### src/rtl/puzzle_loader.sv
// Serial Sudoku puzzle loader: turns a row-major stream of N*N digits into
// per-cell load strobes and reports completion, error and given count.
module puzzle_loader #(
  parameter int         N        = 9,
  parameter logic [3:0] CMD_LOAD = 4'd0
) (
  input  logic       clk,
  input  logic       rst,
  input  logic       start,
  input  logic [3:0] in_digit,
  input  logic       in_valid,
  output logic       in_ready,
  output logic [3:0] cmd,
  output logic [3:0] data_out,
  output logic       data_out_rdy,
  output logic [3:0] cell_x,
  output logic [3:0] cell_y,
  output logic       busy,
  output logic       done,
  output logic       error,
  output logic [6:0] givens
);

  typedef enum logic [1:0] {IDLE, LOAD, DRAIN, DONE} state_t;

  localparam logic [3:0] NV  = 4'(N);
  localparam logic [3:0] NM1 = 4'(N - 1);

  state_t     state;
  logic [3:0] x, y;
  logic       xfer;
  logic       illegal;

  assign in_ready = (state == LOAD);
  assign busy     = (state == LOAD) || (state == DRAIN);
  assign done     = (state == DONE);
  assign xfer     = in_valid && in_ready;
  assign illegal  = (in_digit > NV);

  always_ff @(posedge clk) begin
    if (rst) begin
      state        <= IDLE;
      x            <= '0;
      y            <= '0;
      cmd          <= '0;
      data_out     <= '0;
      data_out_rdy <= 1'b0;
      cell_x       <= '0;
      cell_y       <= '0;
      error        <= 1'b0;
      givens       <= '0;
    end else begin
      // Strobe lasts exactly one cycle; only a LOAD transfer re-arms it.
      data_out_rdy <= 1'b0;
      case (state)
        IDLE: begin
          if (start) begin
            x      <= '0;
            y      <= '0;
            givens <= '0;
            error  <= 1'b0;
            state  <= LOAD;
          end
        end
        LOAD: begin
          if (xfer) begin
            data_out     <= illegal ? 4'd0 : in_digit;
            cell_x       <= x;
            cell_y       <= y;
            cmd          <= CMD_LOAD;
            data_out_rdy <= 1'b1;
            if (illegal)
              error <= 1'b1;
            else if (in_digit != 4'd0)
              givens <= givens + 7'd1;
            if (x == NM1) begin
              x <= '0;
              if (y == NM1) state <= DRAIN;
              else          y     <= y + 4'd1;
            end else begin
              x <= x + 4'd1;
            end
          end
        end
        DRAIN:   state <= DONE;
        DONE:    state <= IDLE;
        default: state <= IDLE;
      endcase
    end
  end

endmodule

### config.mk
export PLATFORM = sky130hd
export DESIGN_NAME = puzzle_loader
export DESIGN_NICKNAME = d
export VERILOG_FILES = /design/src/rtl/puzzle_loader.sv
export SDC_FILE = /design/constraint.sdc
export NUM_CORES = 1
export LEC_CHECK = 0
export ABC_AREA = 1
export CAP_MARGIN = 5
export CORE_UTILIZATION = 40
export CTS_CLUSTER_DIAMETER = 40
export CTS_CLUSTER_SIZE = 20
export DETAILED_ROUTE_END_ITERATION = 6
export PLACE_DENSITY = 0.66
export SLEW_MARGIN = 20
export SYNTH_ARGS = -nofsm -noshare
export SYNTH_HDL_FRONTEND = slang
export SYNTH_SLANG_ARGS = --single-unit
### constraint.sdc
create_clock -name clk -period 3.8 [get_ports clk]
set_input_delay 0.57 -clock clk [delete_from_list [all_inputs] [get_ports clk]]
set_output_delay 0.57 -clock clk [all_outputs]
set_load 0.05 [all_outputs]
==> run summary, run 1 <==
Once the floorplan was initialized, standard cells occupied 43.0% of the core. The final HPWL from detailed placement came out at 2560 um. Internal power comes to 0.000686 W. For this design the ratio of total power to cell area is 634 nW/um^2. The count of filler cells inserted in the layout is 394. The I/O pin count is 36.

The final instance area came out at 2010 um^2. The global-route wire length before repair is 5690 um. The wire length the detailed router placed on met1 came out at 1590 um.

The clock network is responsible for 18.3% of the overall power. The tightest slew margin relative to the limit came out at 64.7%. Per report_power, the sequential group accounts for 32.2% of the total. STA puts the critical path data arrival time at 2130 ps. The number of search-and-repair iterations in the first detailed-routing pass is 4. The detailed route wirelength on metal3 is 199 um. The slew at the pin closest to its max-slew limit is 530 ps. The number of clock buffers added by TritonCTS is 5.

The maximum VDD drop came out at 0.314 mV. TritonCTS built the clock tree. The area growth from synthesis to layout is 23.5%. The combinational family with the most area after synthesis is simple AND/OR/NAND/NOR gates.

The highest signal layer in the routed design is met4. The leakage power summed over all cells is 0.845 nW. Setup repair after global routing left no endpoint under its margin. The number of port buffers is 31. The min-delay analysis places its worst path in the category flip-flop to flip-flop. The number of antenna violations at the first check in global routing is 0.

The DRC marker count from the first detailed-route iteration came out at 72. The pin count of the biggest net entering global routing came out at 20. The tool flagged a number of max-cap violations equal to 0.

After synthesis, the cell types taking the most area are sky130_fd_sc_hd__dfxtp_1 38%, sky130_fd_sc_hd__nand2_1 11%, sky130_fd_sc_hd__ha_1 7.7%, sky130_fd_sc_hd__inv_1 6.4%, sky130_fd_sc_hd__a21oi_1 6.1%. The data required time at the worst endpoint came out at 3230 ps. The distinct cell type count after synthesis came out at 24. The area share of the largest cell type after synthesis is 38.0%. The count of hold-fix buffers inserted at cts is 0. The overall die width is 65.9 um. CTS built an H-tree with a depth of 2. The largest fanout on the critical path came out at 12. The count of antenna diodes in the layout is 0.

The biggest area consumer among synthesized cells is sky130_fd_sc_hd__dfxtp_1. The post-detailed-route DRC marker count came out at 0. The standard-cell row count is 22. The switching power is 0.000592 W.

Summing all placed instances gives a cell area of 1940 um^2. The cell sitting at the root of the clock tree is a sky130_fd_sc_hd__clkbuf_8. The highest cell delay on the worst timing path is 910 ps. The post-detailed-route wirelength per cell came out at 11.3 um. The critical path endpoint category is an output port.

After global routing the overflow that remains totals 0. Dividing the detail-routed via count by the number of cells gives 4.83. The number of register bits inferred by synthesis is 31. The die covers 4340 um^2.

The number of hold violations in the final report came out at 0. The total number of clock tree sinks came out at 31. Combinational logic burns 49.5% of the power. The later-pin clock latency in the skew report is 280 ps.

A synthesized cell averages 7.19 um^2. The number of nets with antenna violations after detailed routing is 0. Global routing used 17.5% of the available tracks across all layers. Counting every instance in the synthesized netlist gives 227. The synthesized netlist devotes 11.0% of its cell area to compound gates.

The detailed route wirelength on metal2 came out at 1640 um. Setup total negative slack on the finished layout was measured at 0 ps. The startpoint class of the critical path is a flip-flop.

The post-cts gate resize count came out at 0. After synthesis, the share of cell area in mux cells is 0%. The critical path is of the flip-flop to output port type. The parity-gate share of the synthesized area counting xor and xnor cells is 1.07%. The highest clock rate came out at 370 MHz. Hold timing on the final database bottoms out at a slack of 478 ps. The post-synthesis cell area came out at 1630 um^2.

The detailed-route via count came out at 1478. The time the worst path needs with I/O delays and setup came out at 2700 ps. The proportion of layout cells with a drive suffix above 1 is 5.81%. The run finished with clean final reports.

Among all stages on the critical path, the largest delay is contributed by sky130_fd_sc_hd__clkdlybuf4s50_1. The via count of the first global-routing pass came out at 1339. The clock input transition at the sequential cells of the worst setup and hold paths came out at 60 ps. Yosys printed 0 warnings.

The die height came out at 65.9 um. The critical path goes through inv_1, ha_1, clkdlybuf4s50_1. In this run switching power makes up 46.3% of total power.

The power consumption came out at 0.00128 W. The sequential fraction of the synthesis area is 38.0%. Once layout is complete, the utilization of the core stands at 53.0%.

The number of buffers on the longest clock path is 2. The core area is 3800 um^2. The ratio of final minimum period to clock period came out at 71.1%.

After Yosys synthesis, full adders, half adders and majority gates account for 7.67% of the synthesized area. The final max-slew violation count came out at 0. For this block, the routed nets add up to 3470 um of wire. The clock skew after layout came out at 2.05 ps. The simple-gate portion of the synthesized area is 30.7%. The count of endpoints failing setup in the final report is 0. The global placement routability congestion came out at 0.831. The final layout contains 277 nets.

The post-CTS setup repair buffer count came out at 0.
cell type report:
cell class | count | area [um^2] | share of cell area [%]
multi-input cells | 160 | 838 | 41.6
flip-flops and latches | 31 | 621 | 30.8
repair buffers | 31 | 310 | 15.4
inverters | 30 | 113 | 5.59
clock buffers | 6 | 72.6 | 3.60
well taps | 48 | 60.1 | 2.98
power by group through the flow:
stage,Combinational (W),Sequential [W],Clock (W)
finish,0.000633,0.000411,0.000233
global route,0.000693,0.000418,0.000251
CTS,0.000636,0.000412,0.000240
detailed placement,0.000634,0.000417,0
global placement,0.000633,0.000417,0
floorplan,0.000381,0.000533,0
cell usage after synthesis:
cell                        n
sky130_fd_sc_hd__ha_1      10
sky130_fd_sc_hd__nand2_4    2
sky130_fd_sc_hd__nor3_1     5
sky130_fd_sc_hd__nor3b_1    1
sky130_fd_sc_hd__nor2_1    23
sky130_fd_sc_hd__o21ai_2    1
sky130_fd_sc_hd__inv_1     28
sky130_fd_sc_hd__a31oi_1    1
sky130_fd_sc_hd__o21ai_0   12
sky130_fd_sc_hd__o21ai_1    1
sky130_fd_sc_hd__inv_2      2
sky130_fd_sc_hd__xnor2_1    2
sky130_fd_sc_hd__buf_4      4
sky130_fd_sc_hd__nand3_1   20
sky130_fd_sc_hd__nand2_2    2
sky130_fd_sc_hd__nor2_4     2
sky130_fd_sc_hd__buf_6      3
sky130_fd_sc_hd__nand2_1   47
sky130_fd_sc_hd__a21oi_1   20
sky130_fd_sc_hd__nand3_2    1
sky130_fd_sc_hd__dfxtp_1   31
sky130_fd_sc_hd__conb_1     1
sky130_fd_sc_hd__clkbuf_1   2
sky130_fd_sc_hd__nand4_1    6
stage by stage:
step                cells  setup slack, ps
floorplan             230             2010
global placement      300             1430
detailed placement    300             1400
CTS                   306             1080
global route          306             1000
finish                306             1100
worst max-delay path: cells and delay by family (launching register included):
family	cells	cell delay, ps
adder cells (fa/ha/maj)	1	510
buffers and inverters	2	1030
flip-flops	1	320
registers in the layout (all words and copies together), names as in the netlist:
register and cells:
x 4, state 2, cell_y 4, y 4, givens 7, cell_x 4
error 1, data_out 4, data_out_rdy 1
logic make-up after synthesis:
group                      Yosys count
AOI/OAI and AO/OA                   35
xor gates and xnor gates             2
adders and majority gates           10
buffers and inverters               39
DFF                                 31
other                                1
and+or+nand+nor                    109
placed cells by master, fill, tap and decap left out, types with 4 or more instances in the layout:
master	Yosys	routed
sky130_fd_sc_hd__a21oi_1	20	20
sky130_fd_sc_hd__nor2_1	23	23
sky130_fd_sc_hd__clkbuf_8	0	5
sky130_fd_sc_hd__dfxtp_1	31	31
sky130_fd_sc_hd__ha_1	10	10
sky130_fd_sc_hd__nand2_1	47	47
sky130_fd_sc_hd__nand4_1	6	6
sky130_fd_sc_hd__conb_1	1	4
sky130_fd_sc_hd__clkdlybuf4s50_1	0	31
sky130_fd_sc_hd__o21ai_0	12	12
sky130_fd_sc_hd__inv_1	28	28
sky130_fd_sc_hd__nor3_1	5	5
sky130_fd_sc_hd__nand3_1	20	20
final timing paths:
| check | from | end | slack, ps | cells past startpoint |
|---|---|---|---|---|
| worst min-delay path | data_out[1] | data_out[1] | 480 | 2 |
| worst min register to register | data_out[1] | data_out[1] | 480 | 2 |
| worst max-delay path | state[1] | in_ready | 1100 | 3 |
| worst max register to register | state[1] | y[0] | 1650 | 9 |
metal layers:
metal	track usage, %	vias to the layer above
met4	5.71	0
li1	-	785
met5	0	-
met1	20.0	648
met3	6.21	5
met2	30.0	40
Note: power is estimated with default switching activity, not from simulation.
==> run 2, diff against run 1 <==
clock period = 2.5 ns   (was 3.8 ns; I/O delays follow)
==> run summary, run 2 (same netlist as run 1, synthesis figures left out) <==
The number of cells on the worst hold path came out at 2. At the placement stage, the worst setup path has a slack of 589 ps. The longest clock path from root to sink contains 2 buffers. The proportion of layout cells with a drive suffix above 1 is 6.92%. After detailed placement, the design holds a cell count of 302. The number of buffers and inverters on the critical path is 2. Grouping stages by cell kind, the critical path spends the most delay in buffers and inverters. Traced cell by cell, the critical path runs through inv_1, ha_1, clkdlybuf4s50_1. For this design, the CTS-stage hold fixing added 0 buffers. Once the clock tree was built, the setup fixing pass inserted 0 buffers. Along the worst path, the maximum fanout reaches 4. The tightest slew margin relative to the limit came out at 65.5%. STA classifies the critical path endpoint as an output port. The power consumption came out at 0.00194 W. The worst endpoint data arrival time is 1820 ps. After floorplanning, the core was divided into 22 placement rows.

The flip-flop count of the largest register, all copies and words added is 7. The maximum VDD drop came out at 0.503 mV. In this design, the stage delay of the slowest critical-path cell is 800 ps. The starting density of the core is 43.0%.

The final max-slew violation count came out at 0. More flip-flops sit in one register than any other, and that register is givens. The clock skew after layout came out at 2.91 ps. The via count of the first global-routing pass is 1385.

In this run the clock root is driven by a sky130_fd_sc_hd__clkbuf_8. The I/O pin count is 36. Compared with the post-synthesis result, the final layout area differs by 24.2%. The flow ran to the end, and the final reports show no timing, DRC or antenna violations.

The core region is 3800 um^2. The number of buffers inserted during clock tree synthesis came out at 5. Entering global routing, the biggest net connects 20 pins.

Clock-pin slew was measured on the worst setup and hold paths at 60 ps. The count of cells along the worst register-to-register path is 9. The time the worst path needs with I/O delays and setup came out at 2200 ps. The number of port buffers came out at 31. The detailed-route via count came out at 1476. The post-route setup TNS came out at 0 ps. Setup violations remaining at the end of the flow were counted as 0. The library cell used most frequently in the layout, excluding fill and tap cells, is sky130_fd_sc_hd__nand2_1.

The die height came out at 65.9 um. The top cell types in the final layout, fill and taps aside, are 47 x sky130_fd_sc_hd__nand2_1, 31 x sky130_fd_sc_hd__dfxtp_1, 30 x sky130_fd_sc_hd__clkdlybuf4s50_1. The final HPWL from detailed placement came out at 2550 um. TritonCTS built the clock tree. The critical path starts at state[0]. Setup repair after global routing left no endpoint under its margin.

The slowest cell on the critical path is sky130_fd_sc_hd__clkdlybuf4s50_1. The number of search-and-repair iterations in the first detailed-routing pass came out at 4. The slew at the pin closest to its max-slew limit is 518 ps. Leaving out filler cells and counting taps, the final layout contains 308. The die footprint came out at 4340 um^2. The wire length the detailed router placed on met1 is 1630 um. The highest clock rate is 455 MHz. The routed design uses 1620 um of met2 wire.

The worst hold path startpoint is data_out[2]. The number of antenna violations at the first check in global routing came out at 0. In this run the critical register-to-register path is launched from state[1]. The total number of clock tree sinks came out at 31. The global-route wire length before repair is 5850 um. The number of hold violations in the final report is 0. The post-detailed-route wirelength per cell is 11.2 um. The deepest level of the CTS H-tree is 2.

Across all setup checks in the final design, the least slack found is 304 ps. The leftover overflow at the end of global routing is 0. The via count normalized by instance count is 4.79. The overall die width came out at 65.9 um. Dividing total power by cell area gives a power density of 958 nW/um^2.

The critical path depth is 3. In the detailed route, the total length drawn on met3 is 152 um. The number of nets with antenna violations after detailed routing came out at 0. STA classifies the critical path startpoint as a flip-flop. The overall fraction of global-route tracks in use came out at 18.0%. The ratio of final minimum period to clock period is 87.9%. Post-CTS repair changed the size of 0 cells. The worst setup path is of the flip-flop to output port kind. The data required time at the worst endpoint came out at 2120 ps. The wire length reported by the detailed router is 3450 um. The clock reaches the later pin of the worst-skew pair after 280 ps.

The DRC marker count from the first detailed-route iteration came out at 58. The worst hold path belongs to the class flip-flop to flip-flop. In this run the top signal layer used is met4. Max-cap violations in this run came to 0. 0 antenna diodes ended up in the layout. The leakage power summed over all cells came out at 0.857 nW.

The global placement routability congestion is 0.861. Measured on the finished design, the core utilization comes to 53.4%. The post-detailed-route DRC marker count came out at 0. The final-stage net count came out at 279.
==> run 2: metal layers <==
layer | vias to the layer above | track usage (%)
li1 | 788 | -
met1 | 657 | 20.4
met2 | 26 | 30.7
met3 | 5 | 6.38
met4 | 0 | 6.52
met5 | - | 0
==> run 2: layout make-up <==
cell class                 count  area, um^2
fill                         379        1770
multi-input combinational    160         838
sequential                    31         621
timing repair buffer          33         323
inverter                      30         113
clock buffer                   6        72.6
tap                           48        60.1
==> run 2: worst paths after layout <==
check	end	slack, ps
worst min-delay path	data_out[2]	480
worst max register to register	y[0]	730
worst min register to register	data_out[2]	480
worst max-delay path	busy	300
==> run 2: worst min-delay path: stages (launching register included) <==
cell and delay [ps]:
sky130_fd_sc_hd__dfxtp_1 310, sky130_fd_sc_hd__nand3_1 70, sky130_fd_sc_hd__nand2_1 50
==> run 2: per-stage QoR <==
step / hold WS [ps] / instance area, um^2
2_1_floorplan: 468 / 1640
3_3_place_gp: 464 / 1950
3_5_place_dp: 471 / 1950
4_1_cts: 481 / 2030
5_1_grt: 497 / 2030
6_report: 477 / 2030
==> run 2: power by group <==
part | switching (W) | internal (W)
registers | 0.0000531 | 0.000571
logic | 0.000674 | 0.000292
clock network | 0.000167 | 0.000185
total | 0.000894 | 0.00105
